## config.mk

```make
export PLATFORM = sky130hd
export DESIGN_NAME = argon_alu_arbiter
export DESIGN_NICKNAME = d
export VERILOG_FILES = /design/src/rtl/argon_pkg.sv /design/src/rtl/argon_alu_core.sv /design/src/rtl/argon_alu_arbiter.sv
export SDC_FILE = /design/constraint.sdc
export NUM_CORES = 1
export LEC_CHECK = 0
export ABC_AREA = 1
export ABC_CLOCK_PERIOD_IN_PS = 6800
export BUFFER_PORTS_ARGS = -buffer_cell sky130_fd_sc_hd__buf_2
export CORE_ASPECT_RATIO = 0.75
export CORE_MARGIN = 4
export CORE_UTILIZATION = 62
export DETAILED_ROUTE_END_ITERATION = 7
export PLACE_DENSITY = 0.92
export SYNTH_ARGS = -nofsm -noshare
export SYNTH_HDL_FRONTEND = slang
export SYNTH_SLANG_ARGS = --single-unit
```

## constraint.sdc

```tcl
create_clock -name i_clk -period 6.8 [get_ports i_clk]
set_clock_uncertainty 0.05 [all_clocks]
set_input_delay 0.68 -clock i_clk [delete_from_list [all_inputs] [get_ports i_clk]]
set_output_delay 0.68 -clock i_clk [all_outputs]
set_load 0.03 [all_outputs]
```

## src/rtl/argon_pkg.sv

```systemverilog
// Opcode encodings and the response record shared by the argon ALU and its arbiter.
package argon_pkg;

   localparam int ARGON_DW = 16;

   localparam logic [3:0] OP_ADD     = 4'd0;
   localparam logic [3:0] OP_SUB     = 4'd1;
   localparam logic [3:0] OP_AND     = 4'd2;
   localparam logic [3:0] OP_OR      = 4'd3;
   localparam logic [3:0] OP_XOR     = 4'd4;
   localparam logic [3:0] OP_SLL     = 4'd5;
   localparam logic [3:0] OP_SRL     = 4'd6;
   localparam logic [3:0] OP_SLT     = 4'd7;
   localparam logic [3:0] OP_SLTU    = 4'd8;
   localparam logic [3:0] OP_INVALID = 4'd9;
   localparam logic [3:0] OP_BEQ     = 4'd10;
   localparam logic [3:0] OP_BNE     = 4'd11;
   localparam logic [3:0] OP_BLT     = 4'd12;
   localparam logic [3:0] OP_BGE     = 4'd13;
   localparam logic [3:0] OP_BGEU    = 4'd14;
   localparam logic [3:0] OP_BLTU    = 4'd15;

   typedef struct packed {
      logic [ARGON_DW-1:0] result;
      logic                branch;
      logic                invalid;
   } argon_rsp_t;

endpackage

```

## src/rtl/argon_alu_core.sv

```systemverilog
// Purely combinational ALU: arithmetic ops produce a result, branch ops produce
// a taken flag, and any unassigned opcode raises the invalid flag.
module argon_alu_core
   import argon_pkg::*;
#(
   parameter int OPWIDTH   = 4,
   parameter int DATAWIDTH = 16
) (
   input  logic [OPWIDTH-1:0]   op_i,
   input  logic [DATAWIDTH-1:0] a_i,
   input  logic [DATAWIDTH-1:0] b_i,
   output logic [DATAWIDTH-1:0] result_o,
   output logic                 branch_o,
   output logic                 invalid_o
);

   localparam logic [DATAWIDTH-1:0] SHIFT_LIMIT = DATAWIDTH'(DATAWIDTH);

   logic shiftOver;
   logic ltSigned;
   logic ltUnsigned;

   assign shiftOver  = (b_i >= SHIFT_LIMIT);
   assign ltSigned   = ($signed(a_i) < $signed(b_i));
   assign ltUnsigned = (a_i < b_i);

   always_comb begin
      result_o  = '0;
      branch_o  = 1'b0;
      invalid_o = 1'b0;
      case (op_i)
         OP_ADD:  result_o = a_i + b_i;
         OP_SUB:  result_o = a_i - b_i;
         OP_AND:  result_o = a_i & b_i;
         OP_OR:   result_o = a_i | b_i;
         OP_XOR:  result_o = a_i ^ b_i;
         OP_SLL:  result_o = shiftOver ? '0 : (a_i << b_i);
         OP_SRL:  result_o = shiftOver ? '0 : (a_i >> b_i);
         OP_SLT:  result_o[0] = ltSigned;
         OP_SLTU: result_o[0] = ltUnsigned;
         OP_BEQ:  branch_o = (a_i == b_i);
         OP_BNE:  branch_o = (a_i != b_i);
         OP_BLT:  branch_o = ltSigned;
         OP_BGE:  branch_o = ~ltSigned;
         OP_BGEU: branch_o = ~ltUnsigned;
         OP_BLTU: branch_o = ltUnsigned;
         default: invalid_o = 1'b1;
      endcase
   end

endmodule

```

## src/rtl/argon_alu_arbiter.sv

```systemverilog
// Two requesters share one ALU, each with a one-deep response slot.
// Define ARGON_ALU_ARB_RR_EN for round-robin grant; otherwise port 0 has fixed priority.
module argon_alu_arbiter
   import argon_pkg::*;
#(
   parameter int OPWIDTH   = 4,
   parameter int DATAWIDTH = 16
) (
   input  logic                 i_clk,
   input  logic                 i_rst_n,
   input  logic                 i_req0_valid,
   output logic                 o_req0_ready,
   input  logic [OPWIDTH-1:0]   i_req0_op,
   input  logic [DATAWIDTH-1:0] i_req0_a,
   input  logic [DATAWIDTH-1:0] i_req0_b,
   input  logic                 i_req1_valid,
   output logic                 o_req1_ready,
   input  logic [OPWIDTH-1:0]   i_req1_op,
   input  logic [DATAWIDTH-1:0] i_req1_a,
   input  logic [DATAWIDTH-1:0] i_req1_b,
   output logic                 o_rsp0_valid,
   input  logic                 i_rsp0_ready,
   output logic [DATAWIDTH-1:0] o_rsp0_result,
   output logic                 o_rsp0_branch,
   output logic                 o_rsp0_invalid,
   output logic                 o_rsp1_valid,
   input  logic                 i_rsp1_ready,
   output logic [DATAWIDTH-1:0] o_rsp1_result,
   output logic                 o_rsp1_branch,
   output logic                 o_rsp1_invalid
);

   logic                 elig0, elig1;
   logic                 grant0, grant1;
   logic [OPWIDTH-1:0]   aluOp;
   logic [DATAWIDTH-1:0] aluA, aluB, aluResult;
   logic                 aluBranch, aluInvalid;

   logic                 full0_q, full0_d, full1_q, full1_d;
   logic [DATAWIDTH-1:0] result0_q, result0_d, result1_q, result1_d;
   logic                 branch0_q, branch0_d, branch1_q, branch1_d;
   logic                 invalid0_q, invalid0_d, invalid1_q, invalid1_d;

   // A slot being drained this cycle counts as free, so it can refill back-to-back.
   assign elig0 = i_req0_valid & (~full0_q | i_rsp0_ready);
   assign elig1 = i_req1_valid & (~full1_q | i_rsp1_ready);

`ifdef ARGON_ALU_ARB_RR_EN
   logic lastGrant_q, lastGrant_d;

   always_comb begin
      grant0      = elig0 & (~elig1 | lastGrant_q);
      grant1      = elig1 & (~elig0 | ~lastGrant_q);
      lastGrant_d = lastGrant_q;
      if (grant0) begin
         lastGrant_d = 1'b0;
      end else if (grant1) begin
         lastGrant_d = 1'b1;
      end
   end

   // Resetting to port 1 makes port 0 the winner of the first tie.
   always_ff @(posedge i_clk or negedge i_rst_n) begin
      if (!i_rst_n) begin
         lastGrant_q <= 1'b1;
      end else begin
         lastGrant_q <= lastGrant_d;
      end
   end
`else
   always_comb begin
      grant0 = elig0;
      grant1 = elig1 & ~elig0;
   end
`endif

   assign o_req0_ready = grant0;
   assign o_req1_ready = grant1;

   assign aluOp = grant1 ? i_req1_op : i_req0_op;
   assign aluA  = grant1 ? i_req1_a  : i_req0_a;
   assign aluB  = grant1 ? i_req1_b  : i_req0_b;

   argon_alu_core #(
      .OPWIDTH   (OPWIDTH),
      .DATAWIDTH (DATAWIDTH)
   ) u_alu (
      .op_i      (aluOp),
      .a_i       (aluA),
      .b_i       (aluB),
      .result_o  (aluResult),
      .branch_o  (aluBranch),
      .invalid_o (aluInvalid)
   );

   always_comb begin
      full0_d    = full0_q;
      result0_d  = result0_q;
      branch0_d  = branch0_q;
      invalid0_d = invalid0_q;
      full1_d    = full1_q;
      result1_d  = result1_q;
      branch1_d  = branch1_q;
      invalid1_d = invalid1_q;
      if (grant0) begin
         full0_d    = 1'b1;
         result0_d  = aluResult;
         branch0_d  = aluBranch;
         invalid0_d = aluInvalid;
      end else if (i_rsp0_ready) begin
         full0_d = 1'b0;
      end
      if (grant1) begin
         full1_d    = 1'b1;
         result1_d  = aluResult;
         branch1_d  = aluBranch;
         invalid1_d = aluInvalid;
      end else if (i_rsp1_ready) begin
         full1_d = 1'b0;
      end
   end

   always_ff @(posedge i_clk or negedge i_rst_n) begin
      if (!i_rst_n) begin
         full0_q    <= 1'b0;
         result0_q  <= '0;
         branch0_q  <= 1'b0;
         invalid0_q <= 1'b0;
         full1_q    <= 1'b0;
         result1_q  <= '0;
         branch1_q  <= 1'b0;
         invalid1_q <= 1'b0;
      end else begin
         full0_q    <= full0_d;
         result0_q  <= result0_d;
         branch0_q  <= branch0_d;
         invalid0_q <= invalid0_d;
         full1_q    <= full1_d;
         result1_q  <= result1_d;
         branch1_q  <= branch1_d;
         invalid1_q <= invalid1_d;
      end
   end

   assign o_rsp0_valid   = full0_q;
   assign o_rsp0_result  = result0_q;
   assign o_rsp0_branch  = branch0_q;
   assign o_rsp0_invalid = invalid0_q;
   assign o_rsp1_valid   = full1_q;
   assign o_rsp1_result  = result1_q;
   assign o_rsp1_branch  = branch1_q;
   assign o_rsp1_invalid = invalid1_q;

endmodule
```

==> metrics.txt <==
outcome=finished clean; Tightest Pin Transition=0.865 ns; cell area power density=199 mW/mm2; synthesized cell area=a little over 0.006 mm2; Worst Hold Class=flop to flop; Sw Ratio=50.3%; DR iter-0 viols=1026; ANT cells=0; Core Rows=30; crit start category=input pin; r2r startpoint=o_rsp1_valid; placed insts=around 1300; DRT Pass-1 Iters=8; Avg Inst Size Synth=5.74 um2; core box area=0.00927 mm2; area leader, netlist=nand2_1; Root Buffer=clkbuf_16; Worst-path clk slew=0.05 ns; Vias=7561; fmax=between 150 and 200 MHz; Total Wirelength=21.6 mm; Pleak=4.00 nW; Pint=around 0.67 mW; Top Ports=roughly 120; syn_nets=between 1000 and 1500; Post-synth EDFFs=0; Mapped Cells=1053; H-tree levels=2; share of layout cells above drive strength 1=16.4%; WHS Path Cells=2; largest net degree at the start of global routing=47; WP data arrival=5.35 ns; Net Sw Power=0.681 mW; part of the power in registers=roughly 23%; Worst path slowest cell=inv_1; Data required, critical path=6.91 ns; Setup CP Type=input pin to flop; Worst R2R Path Depth=26; relative slew slack=40.8%; top cells by area, synth=nand2_1 (24%), dfrtp_1 (16%), ha_1 (9.9%), nand3_1 (7.8%), inv_1 (7.6%); dpl hpwl=16.8 mm; clock sinks=38; synth-to-layout area growth=12.8%; final hold violation count=0; Hold EP=o_rsp0_result[4]; DIE AREA=0.0114 mm2; Final setup viols=0; Num CTS Buffers=5; Via density=about 5.9; Synth top area share=24.0%; routability cong.=1.12; Setup Buffers After CTS=0; Logic pwr share=between 50% and 60%; final cell count without fillers=roughly 1300; NumNets Final=1272; GR Overflow Total=0; first-pass GRT wire length=33.8 mm; most frequent cell after synthesis=nand2_1; FF+latch count, synth=38; sequential area share after synthesis=roughly 16%; WL per Instance=17.0 um; die width=approximately 120 um; Async S/R FF share, synth=100%; reg2reg end=o_rsp0_result[10]; post-route cell area=just under 0.007 mm2; CTS tree=done; worst slack, placed=1.47 ns; initial core utilization=65.2%; post-route antenna net violation count=0; cts repair resizes=0; Worst IR Drop VDD=between 0.2 and 0.25 mV; clock share of power=19.1%; Netlist cell types=51; number of max-slew violations in the final report=0; commonest cells in the netlist=nand2_1 (387), inv_1 (123), nand3_1 (94); setup TNS=0 ns; largest buffer count on any clock path=2; fillers=between 800 and 900; Tcrit/Tclk final=around 77%; placed instance area=0.00666 mm2; PortBufs=about 120; DIE HEIGHT=~94 um; Reg2Reg Setup Slack=approximately 1.7 ns; antenna violations before repair=0; DRC=0; number of max-cap violations=0; Most common cell on crit path=nand2_1; gr usage total=37.4%; Worst Slack Setup Final=1.55 ns; crit path max fanout=35; CP peak stage delay=0.51 ns; vias in the first global route=between 6000 and 7000; dominant synthesized flop cell=dfrtp_1; Tmin final=5.25 ns; clk_lat worst skew=0.28 ns; YS warnings=0; worst hold start=o_rsp0_result[4]; CP endpoint kind=flop; RSZ-0062 raised after global routing=false; hold_buf cts=0
-- registers in the layout, summed over array words and instances (netlist names) --
register / cells
o_rsp0_invalid: 1
o_rsp1_result: 16
o_rsp0_valid: 1
o_rsp1_invalid: 1
o_rsp1_valid: 1
o_rsp1_branch: 1
o_rsp0_result: 16
o_rsp0_branch: 1
-- worst max-delay path, delay by kind of cell --
| kind | cells | cell delay, ns |
|---|---|---|
| buffers and inverters | 8 | 1.33 |
| adder cells (fa/ha/maj) | 2 | 0.72 |
| AND/OR/NAND/NOR | 14 | 1.90 |
| AO/OA/AOI/OAI | 5 | 0.72 |
-- cell usage in the layout (no fill, tap or decap), drive strengths merged, types with 18 or more instances in the layout --
cell type | Yosys | routed
a21oi | 49 | 49
buf | 27 | 128
dfrtp | 38 | 38
ha | 48 | 48
inv | 131 | 131
nand2 | 401 | 401
nand3 | 99 | 99
nand4 | 18 | 18
nor2 | 76 | 76
o21ai | 60 | 60
-- layout make-up --
class	count	area, um2	share of cell area [%]
Clock buffer	7	133	1.94
Clock inverter	1	30.0	0.440
Inverter	135	507	7.43
Multi-Input combinational cell	836	4370	64.1
Sequential cell	38	951	13.9
Tap cell	128	160	2.35
Timing Repair Buffer	128	668	9.80
-- layer usage --
| layer | track usage, % | vias up | wire length [um] |
|---|---|---|---|
| li1 | - | 3574 | - |
| met1 | 51.8 | 3293 | 8660 |
| met2 | 54.5 | 612 | 8800 |
| met3 | 12.1 | 82 | 3320 |
| met4 | 13.2 | 0 | 835 |
| met5 | 0 | - | 0 |
-- worst max-delay path by stage --
stage,slack (ns),cells past startpoint,startpoint,endpoint
after floorplan,3.02,23,i_req1_valid,o_rsp0_result[10]
after global placement,1.64,20,i_rsp0_ready,o_rsp0_result[6]
after detailed placement,1.47,29,i_rsp0_ready,o_rsp0_result[10]
after CTS,1.72,29,i_rsp0_ready,o_rsp0_result[10]
after global routing,1.23,29,i_rsp0_ready,o_rsp0_result[10]
final,1.55,29,i_rsp0_ready,o_rsp0_result[10]
-- stage by stage --
stage / total power, mW / hold slack (ns) / util (%)
final: 1.35 / 0.425 / 73.5
after global routing: 1.44 / 0.463 / 73.5
after CTS: 1.33 / 0.426 / 73.5
after detailed placement: 1.06 / 0.411 / 71.8
after global placement: 1.05 / 0.410 / 71.8
after floorplan: 0.841 / 0.334 / -
-- power groups by stage --
stage | combinational, mW | clock [mW] | sequential (mW)
after floorplan | 0.452 | 0 | 0.389
after global placement | 0.747 | 0 | 0.304
after detailed placement | 0.761 | 0 | 0.301
after CTS | 0.767 | 0.260 | 0.302
after global routing | 0.857 | 0.271 | 0.308
final | 0.791 | 0.259 | 0.305
-- kinds of logic (layout without fill, tap and decap cells) --
group	Yosys count	after routing	share of synthesized area (%)
XOR/XNOR	10	10	1.45
buffers and inverters	179	271	12.0
flip-flops	38	38	15.7
AND/OR/NAND/NOR	622	622	44.8
AO/OA/AOI/OAI	154	154	15.4
adder cells (fa/ha/maj)	50	50	10.6
No activity file was read; power rests on OpenSTA's default activity.
